===== config.mk =====
export PLATFORM = sky130hd
export DESIGN_NAME = pc_fetch_ctrl
export DESIGN_NICKNAME = d
export VERILOG_FILES = /design/src/rtl/pc_fetch_ctrl.sv
export SDC_FILE = /design/constraint.sdc
export NUM_CORES = 1
export LEC_CHECK = 0
export ABC_CLOCK_PERIOD_IN_PS = 3700
export CAP_MARGIN = 20
export CELL_PAD_IN_SITES_DETAIL_PLACEMENT = 0
export CELL_PAD_IN_SITES_GLOBAL_PLACEMENT = 2
export CORE_ASPECT_RATIO = 0.6
export CORE_UTILIZATION = 28
export CTS_BUF_LIST = sky130_fd_sc_hd__clkbuf_8
export DETAILED_ROUTE_END_ITERATION = 10
export PLACE_DENSITY = 0.94
export SLEW_MARGIN = 10
export SYNTH_ARGS = -nofsm -noshare
export SYNTH_HDL_FRONTEND = slang
export SYNTH_SLANG_ARGS = --single-unit

===== constraint.sdc =====
create_clock -name clk -period 3.7 [get_ports clk]
set_clock_uncertainty 0.1 [all_clocks]
set_input_delay 0.37 -clock clk [delete_from_list [all_inputs] [get_ports clk]]
set_output_delay 0.37 -clock clk [all_outputs]
set_load 0.02 [all_outputs]

===== src/rtl/pc_fetch_ctrl.sv =====
// Fetch-stage program counter: produces the fetch address, handshakes it with
// instruction memory, and handles stall, redirects, trap entry/return and misaligned targets.
module pc_fetch_ctrl #(
   parameter int unsigned     XLEN         = 32,
   parameter logic [XLEN-1:0] RESET_VECTOR = '0,
   parameter int unsigned     INCR         = 4
) (
   input  logic            clk,
   input  logic            reset,
   input  logic            stall,
   input  logic            j_signal,
   input  logic [XLEN-1:0] jump,
   input  logic            trap,
   input  logic [XLEN-1:0] trap_vector,
   input  logic            mret,
   input  logic [XLEN-1:0] epc,
   input  logic            imem_ready,
   output logic [XLEN-1:0] out,
   output logic            out_valid,
   output logic [XLEN-1:0] pc_plus,
   output logic            misaligned,
   output logic [1:0]      o_dbg_state
);

   typedef enum logic [1:0] {
      ST_BOOT  = 2'd0,
      ST_RUN   = 2'd1,
      ST_FAULT = 2'd2
   } state_t;

   localparam logic [XLEN-1:0] INCR_X    = XLEN'(INCR);
   localparam logic [XLEN-1:0] ALIGN_MSK = ~(XLEN'(3));

   state_t            r_state;
   logic [XLEN-1:0]   r_out;
   logic              r_out_valid;
   logic              r_misaligned;
   logic              r_pend_valid;
   logic [XLEN-1:0]   r_pend_tgt;

   state_t            w_state_nxt;
   logic [XLEN-1:0]   w_out_nxt;
   logic              w_out_valid_nxt;
   logic              w_mis_nxt;
   logic              w_pend_valid_nxt;
   logic [XLEN-1:0]   w_pend_tgt_nxt;

   logic              w_adv;
   logic [XLEN-1:0]   w_trap_tgt;
   logic              w_redirect;
   logic [XLEN-1:0]   w_tgt;
   logic              w_tgt_mis;

   assign w_adv      = imem_ready & ~stall;
   assign w_trap_tgt = trap_vector & ALIGN_MSK;
   assign pc_plus    = r_out + INCR_X;

   // Only the winning redirect's target is checked; a trap target is force-aligned
   // so a trap can never fault and always masks a misaligned mret/jump.
   always_comb begin
      w_redirect = 1'b0;
      w_tgt      = jump;
      w_tgt_mis  = 1'b0;
      if (trap) begin
         w_redirect = 1'b1;
         w_tgt      = w_trap_tgt;
      end else if (mret) begin
         w_redirect = 1'b1;
         w_tgt      = epc;
         w_tgt_mis  = |epc[1:0];
      end else if (j_signal) begin
         w_redirect = 1'b1;
         w_tgt      = jump;
         w_tgt_mis  = |jump[1:0];
      end
   end

   always_comb begin
      w_state_nxt      = r_state;
      w_out_nxt        = r_out;
      w_mis_nxt        = 1'b0;
      w_pend_valid_nxt = r_pend_valid;
      w_pend_tgt_nxt   = r_pend_tgt;
      case (r_state)
         ST_BOOT: begin
            w_state_nxt = ST_RUN;
         end
         ST_RUN: begin
            if (w_tgt_mis) begin
               w_state_nxt      = ST_FAULT;
               w_mis_nxt        = 1'b1;
               w_pend_valid_nxt = 1'b0;
            end else if (w_redirect) begin
               if (w_adv) begin
                  w_out_nxt        = w_tgt;
                  w_pend_valid_nxt = 1'b0;
               end else begin
                  w_pend_tgt_nxt   = w_tgt;
                  w_pend_valid_nxt = 1'b1;
               end
            end else if (w_adv) begin
               if (r_pend_valid) begin
                  w_out_nxt        = r_pend_tgt;
                  w_pend_valid_nxt = 1'b0;
               end else begin
                  w_out_nxt = pc_plus;
               end
            end
         end
         ST_FAULT: begin
            // Only a trap leaves FAULT; the handler address is fetched on that edge.
            if (trap) begin
               w_state_nxt = ST_RUN;
               w_out_nxt   = w_trap_tgt;
            end
         end
         default: begin
            w_state_nxt = ST_BOOT;
         end
      endcase
      w_out_valid_nxt = (w_state_nxt == ST_RUN);
   end

   always_ff @(posedge clk or posedge reset) begin
      if (reset) begin
         r_state      <= ST_BOOT;
         r_out        <= RESET_VECTOR;
         r_out_valid  <= 1'b0;
         r_misaligned <= 1'b0;
         r_pend_valid <= 1'b0;
         r_pend_tgt   <= '0;
      end else begin
         r_state      <= w_state_nxt;
         r_out        <= w_out_nxt;
         r_out_valid  <= w_out_valid_nxt;
         r_misaligned <= w_mis_nxt;
         r_pend_valid <= w_pend_valid_nxt;
         r_pend_tgt   <= w_pend_tgt_nxt;
      end
   end

   assign out         = r_out;
   assign out_valid   = r_out_valid;
   assign misaligned  = r_misaligned;
   assign o_dbg_state = r_state;

endmodule


==> results_dict.tcl, run 1 <==
set metrics [dict create \
    status "finished, final reports clean" \
    place_area_um2 6882 \
    synth-seq-area-share_pct 34.99 \
    nFillCells 1765 \
    nets 894 \
    dr.pass1.iters 5 \
    worst_setup_path_end_kind "output port" \
    root_buffer "clkbuf_8" \
    overflow 0 \
    met1_length_mm 9.435 \
    clockBufferDepth 2 \
    arrival_ps 2980 \
    totalWireLength_mm 18.58 \
    start_kind "flop" \
    cts_tree "done" \
    vdd_drop_max_v 0.0002675 \
    rsz0062_at_grt "no" \
    wl_met2_mm 7.353 \
    dpl.hpwl_mm 13.18 \
    rows 37 \
    grt_pass1_wl_mm 29.35 \
    postCtsSetupRepairBufs 0 \
    top_layer "met4" \
    route.met3.wl_mm 1.720 \
    ant_nets 0 \
    setup_viol 0 \
    crit_required_ps 3230 \
    critPathMaxFanout 6 \
    ctsResizeCount 0 \
    holdBufCountCts 0 \
    insertion_delay_ps 350 \
    synth-edff-count 0 \
    coreArea_um2 17180 \
    min_period_ps 3455 \
    syn_area_per_cell_um2 7.771 \
    layout-drive-gt1-share_pct 7.351 \
    syn-cell-area_um2 4935 \
    area_growth_pct 43.48 \
    antenna_found_initial 0 \
    grt_usage_pct 20.84 \
    drt_iter0_drc 404 \
    wire_per_inst_um 18.16 \
    worstSetupStartpoint "out[2]" \
    n_antenna_cell 0 \
    gp_congestion 0.7974 \
    cts_made_buffers 9 \
    synth_ff_type "dfrtp_1" \
    yosysWarnings 0 \
    maxCapViolCount 0 \
    slew_violations 0 \
    fin_tns_setup_ps 0 \
    htree_levels 3 \
    cts.clk_slew.worst_paths_ps 80 \
    async_flop_share_pct 100.0 \
    port_buffers 168 \
    grt_pass1_vias 4986 \
    hold_class "input port to asynchronous set/reset pin" \
    initial_core_util_pct 28.73 \
    finalInstanceArea_um2 7081 \
    syn-instance-count 635 \
    die_h_um 104.8 \
    cts.sink_count 69 \
    min_period_over_period_pct 93.38 \
    vias 5266 \
    synth.distinct_cells 63 \
    grt_max_degree 40 \
    dieWidth_um 173.4 \
    io_pins 171 \
    r2r-start "o_dbg_state[0]" \
    power.density_nw_per_um2 704.8 \
    fmax_ghz 0.2894 \
    worst_pin_slew_ps 997.9 \
    drcViolationCount 0 \
    critical_path_class "flop to output port" \
    ys_ff_latch 69 \
    p_leak_nw 2.942 \
    hold_ws_ps 364.5 \
    vias_per_cell 5.148 \
    post-route-util_pct 41.23 \
    hold_viol_final 0 \
    dieArea_um2 18180 \
    slew_headroom_pct 33.47 \
    syn-num-nets 743 \
]
stage by stage:
step,std cells,total power [mW],worst slack [ps]
floorplan,635,3.018,1048
finish,1023,4.991,245.1
global route,1023,5.334,5.689
detailed placement,1009,4.353,460.3
CTS,1023,4.984,69.01
global placement,1009,4.340,529.0
Yosys cell counts (all sizes together) (5+ instances only):
| cell type | instances | share of area, % |
|---|---|---|
| ha | 5 | 1.3 |
| xor2 | 12 | 2.1 |
| and2 | 5 | 0.63 |
| a31o | 6 | 1.1 |
| nor3 | 12 | 1.5 |
| a31oi | 9 | 1.1 |
| a32o | 7 | 1.4 |
| nand3 | 12 | 1.6 |
| nand4 | 6 | 0.89 |
| o21ai | 97 | 9.8 |
| nand2b | 9 | 1.1 |
| inv | 11 | 0.84 |
| a21oi | 36 | 3.7 |
| mux2i | 35 | 7.1 |
| dfrtp | 69 | 35 |
| xnor2 | 15 | 2.7 |
| nor2 | 40 | 3.1 |
| nand2 | 137 | 10 |
| and3 | 5 | 0.66 |
| o21a | 7 | 1.1 |
| clkbuf | 35 | 2.7 |
| o31ai | 9 | 1.4 |
| buf | 11 | 1.3 |
routing by layer:
layer / up-vias / global-route usage, %
li1: 2543 / -
met1: 2473 / 31.63
met2: 239 / 29.03
met3: 11 / 6.114
met4: 0 / 2.908
met5: - / 0
cell type report:
type                       count  area [um2]  area share [%]
clock buffer                  10       137.6           1.944
clock inverter                 4       42.54          0.6008
inverter                      11       41.29          0.5831
multi-input combinational    509        3008           42.48
sequential                    69        1727           24.39
tap                          234       292.8           4.135
timing repair buffer         186        1832           25.87
report_power, final:
part	switching [mW]	total [mW]	internal, mW	leakage, nW
logic	1.63	2.89	1.26	1.98
clock network	0.298	0.615	0.317	0.101
registers	0.400	1.49	1.09	0.864
path summary, 6_finish.rpt:
path	cells past startpoint	endpoint	slack (ps)
worst min register to register	2	r_pend_tgt[6]	380
min in group clk	2	r_pend_tgt[6]	380
worst max-delay path	7	pc_plus[28]	250
worst min-delay path	2	out[22]	360
worst max register to register	9	out[10]	900
max in group asynchronous	3	out[12]	2450
cell families (layout without fill, tap and decap cells):
family,Yosys count,after routing,share of synthesized area (%)
fa+ha+maj,5,5,1.268
mux,38,38,7.784
compound gates,198,198,24.09
xor+xnor,27,27,4.792
buf+inv,57,211,4.792
flops,69,69,34.99
simple gates,241,241,22.29
worst max-delay path: stages (launching register included):
cell and delay [ps]:
dfrtp_1 450, ha_1 230, nand3_1 140, or4_4 530, nor2_2 200, nand4_1 240
xnor2_1 220, clkdlybuf4s50_1 620
flip-flops by register name (all words and copies together) (netlist names):
name / count
out: 32
r_pend_tgt: 32
o_dbg_state: 2
misaligned: 1
out_valid: 1
r_pend_valid: 1
cell usage in the layout, fill, tap and decap left out, types with 7 or more instances in the layout:
cell and instances:
a21oi_1 36, a31oi_1 9, a32o_1 7, buf_4 16, clkbuf_8 10, clkdlybuf4s50_1 166
dfrtp_1 69, inv_1 11, mux2i_1 35, nand2_1 137, nand2b_1 9, nand3_1 9
nor2_1 39, nor3_1 9, o21a_1 7, o21ai_0 96, o31ai_1 9, xnor2_1 15
xor2_1 12
No activity file was read; power rests on OpenSTA's default activity.
==> inputs of run 2 (changes only) <==
--- a/config.mk
+++ b/config.mk
@@ -13,7 +13,7 @@
 export CORE_UTILIZATION = 28
 export CTS_BUF_LIST = sky130_fd_sc_hd__clkbuf_8
 export DETAILED_ROUTE_END_ITERATION = 10
-export PLACE_DENSITY = 0.94
+export PLACE_DENSITY_LB_ADDON = 0.1
 export SLEW_MARGIN = 10
 export SYNTH_ARGS = -nofsm -noshare
 export SYNTH_HDL_FRONTEND = slang
==> results_dict.tcl, run 2 (synthesis gave the netlist of run 1 again) <==
set metrics [dict create \
    initial_core_util_pct 28.73 \
    cts.sink_count 69 \
    io_pins 171 \
    critPathMaxFanout 6 \
    place_area_um2 6877 \
    fin_tns_setup_ps 0 \
    htree_levels 3 \
    slew_violations 0 \
    dp_cells 1010 \
    layoutNonFillerInstCount 1024 \
    final_common_cell "clkdlybuf4s50_1" \
    setup_viol 0 \
    grt_max_degree 37 \
    dp_slack_ps 472.3 \
    totalWireLength_mm 19.58 \
    overflow 0 \
    vdd_drop_max_v 0.0003422 \
    grt_usage_pct 21.93 \
    layout-drive-gt1-share_pct 7.215 \
    p_leak_nw 2.931 \
    antenna_found_initial 0 \
    clockBufferDepth 2 \
    dieWidth_um 173.4 \
    p_total_mw 4.939 \
    layout_common_cells "clkdlybuf4s50_1, nand2_1, o21ai_0" \
    min_period_over_period_pct 93.52 \
    grt_pass1_wl_mm 30.46 \
    holdBufCountCts 0 \
    ant_nets 0 \
    arrival_ps 2990 \
    n_antenna_cell 0 \
    crit_required_ps 3230 \
    maxCapViolCount 0 \
    hold_class "input port to asynchronous set/reset pin" \
    drcViolationCount 0 \
    status "finished, final reports clean" \
    vias 5219 \
    vias_per_cell 5.097 \
    route.met3.wl_mm 1.125 \
    postCtsSetupRepairBufs 0 \
    met1_length_mm 10.25 \
    nets 895 \
    hold_viol_final 0 \
    critical_path_class "flop to output port" \
    min_period_ps 3460 \
    dieArea_um2 18180 \
    nFillCells 1736 \
    wire_per_inst_um 19.12 \
    worst_setup_path_end_kind "output port" \
    grt_pass1_vias 5214 \
    start_kind "flop" \
    power.density_nw_per_um2 701.0 \
    drt_iter0_drc 305 \
    rsz0062_at_grt "no" \
    rows 37 \
    coreArea_um2 17180 \
    dpl.hpwl_mm 13.90 \
    fmax_ghz 0.2890 \
    hold_ws_ps 301.8 \
    cts_tree "done" \
    dr.pass1.iters 4 \
    top_layer "met4" \
    port_buffers 168 \
    die_h_um 104.8 \
    post-route-util_pct 41.02 \
    slew_headroom_pct 45.75 \
    insertion_delay_ps 350 \
    gp_congestion 0.8338 \
    cts.clk_slew.worst_paths_ps 70 \
    root_buffer "clkbuf_8" \
    cts_made_buffers 9 \
    area_growth_pct 42.77 \
    worst_pin_slew_ps 811.8 \
    setup_ws_ps 239.7 \
    wl_met2_mm 7.953 \
    finalInstanceArea_um2 7046 \
]
## run 2: cell type report
class                      instances  area [um2]  area share, %
multi-input combinational        509        2993          42.48
clock inverter                     3       13.76         0.1953
clock buffer                      11       151.4          2.149
tap                              234       292.8          4.156
timing repair buffer             187        1827          25.93
inverter                          11       41.29         0.5860
sequential                        69        1727          24.51
## run 2: report_power, final
group | total [mW] | switching (mW) | leakage, nW | internal (mW)
clock | 0.562 | 0.293 | 0.0922 | 0.268
sequential | 1.47 | 0.386 | 0.864 | 1.09
combinational | 2.90 | 1.64 | 1.97 | 1.26
## run 2: critical path: stages (launching register included)
cell             delay [ps]
dfrtp_1                 470
nand4_2                 180
or4_1                   690
and4bb_4                420
nand3_4                 100
xnor2_1                 160
clkdlybuf4s50_1         620
## run 2: timing repair
item                                    4_1_cts  5_1_grt
endpoints found under the setup margin        0        4
resized for setup                             0        1
endpoints found under the hold margin         0        0
## run 2: final timing paths
kind | start | endpoint | slack, ps | cells after the start
min in group clk | r_pend_tgt[14] | r_pend_tgt[14] | 370 | 2
max in group asynchronous | reset | out[15] | 2360 | 3
max | out[10] | pc_plus[31] | 240 | 6
max reg2reg | out[2] | out[30] | 1190 | 7
min | reset | out[12] | 300 | 2
min reg2reg | r_pend_tgt[14] | r_pend_tgt[14] | 370 | 2
## run 2: per-layer routing
layer / global-route usage (%) / vias up
met4: 4.994 / 0
met5: 0 / -
met2: 31.81 / 181
met1: 32.78 / 2480
met3: 4.549 / 17
li1: - / 2541
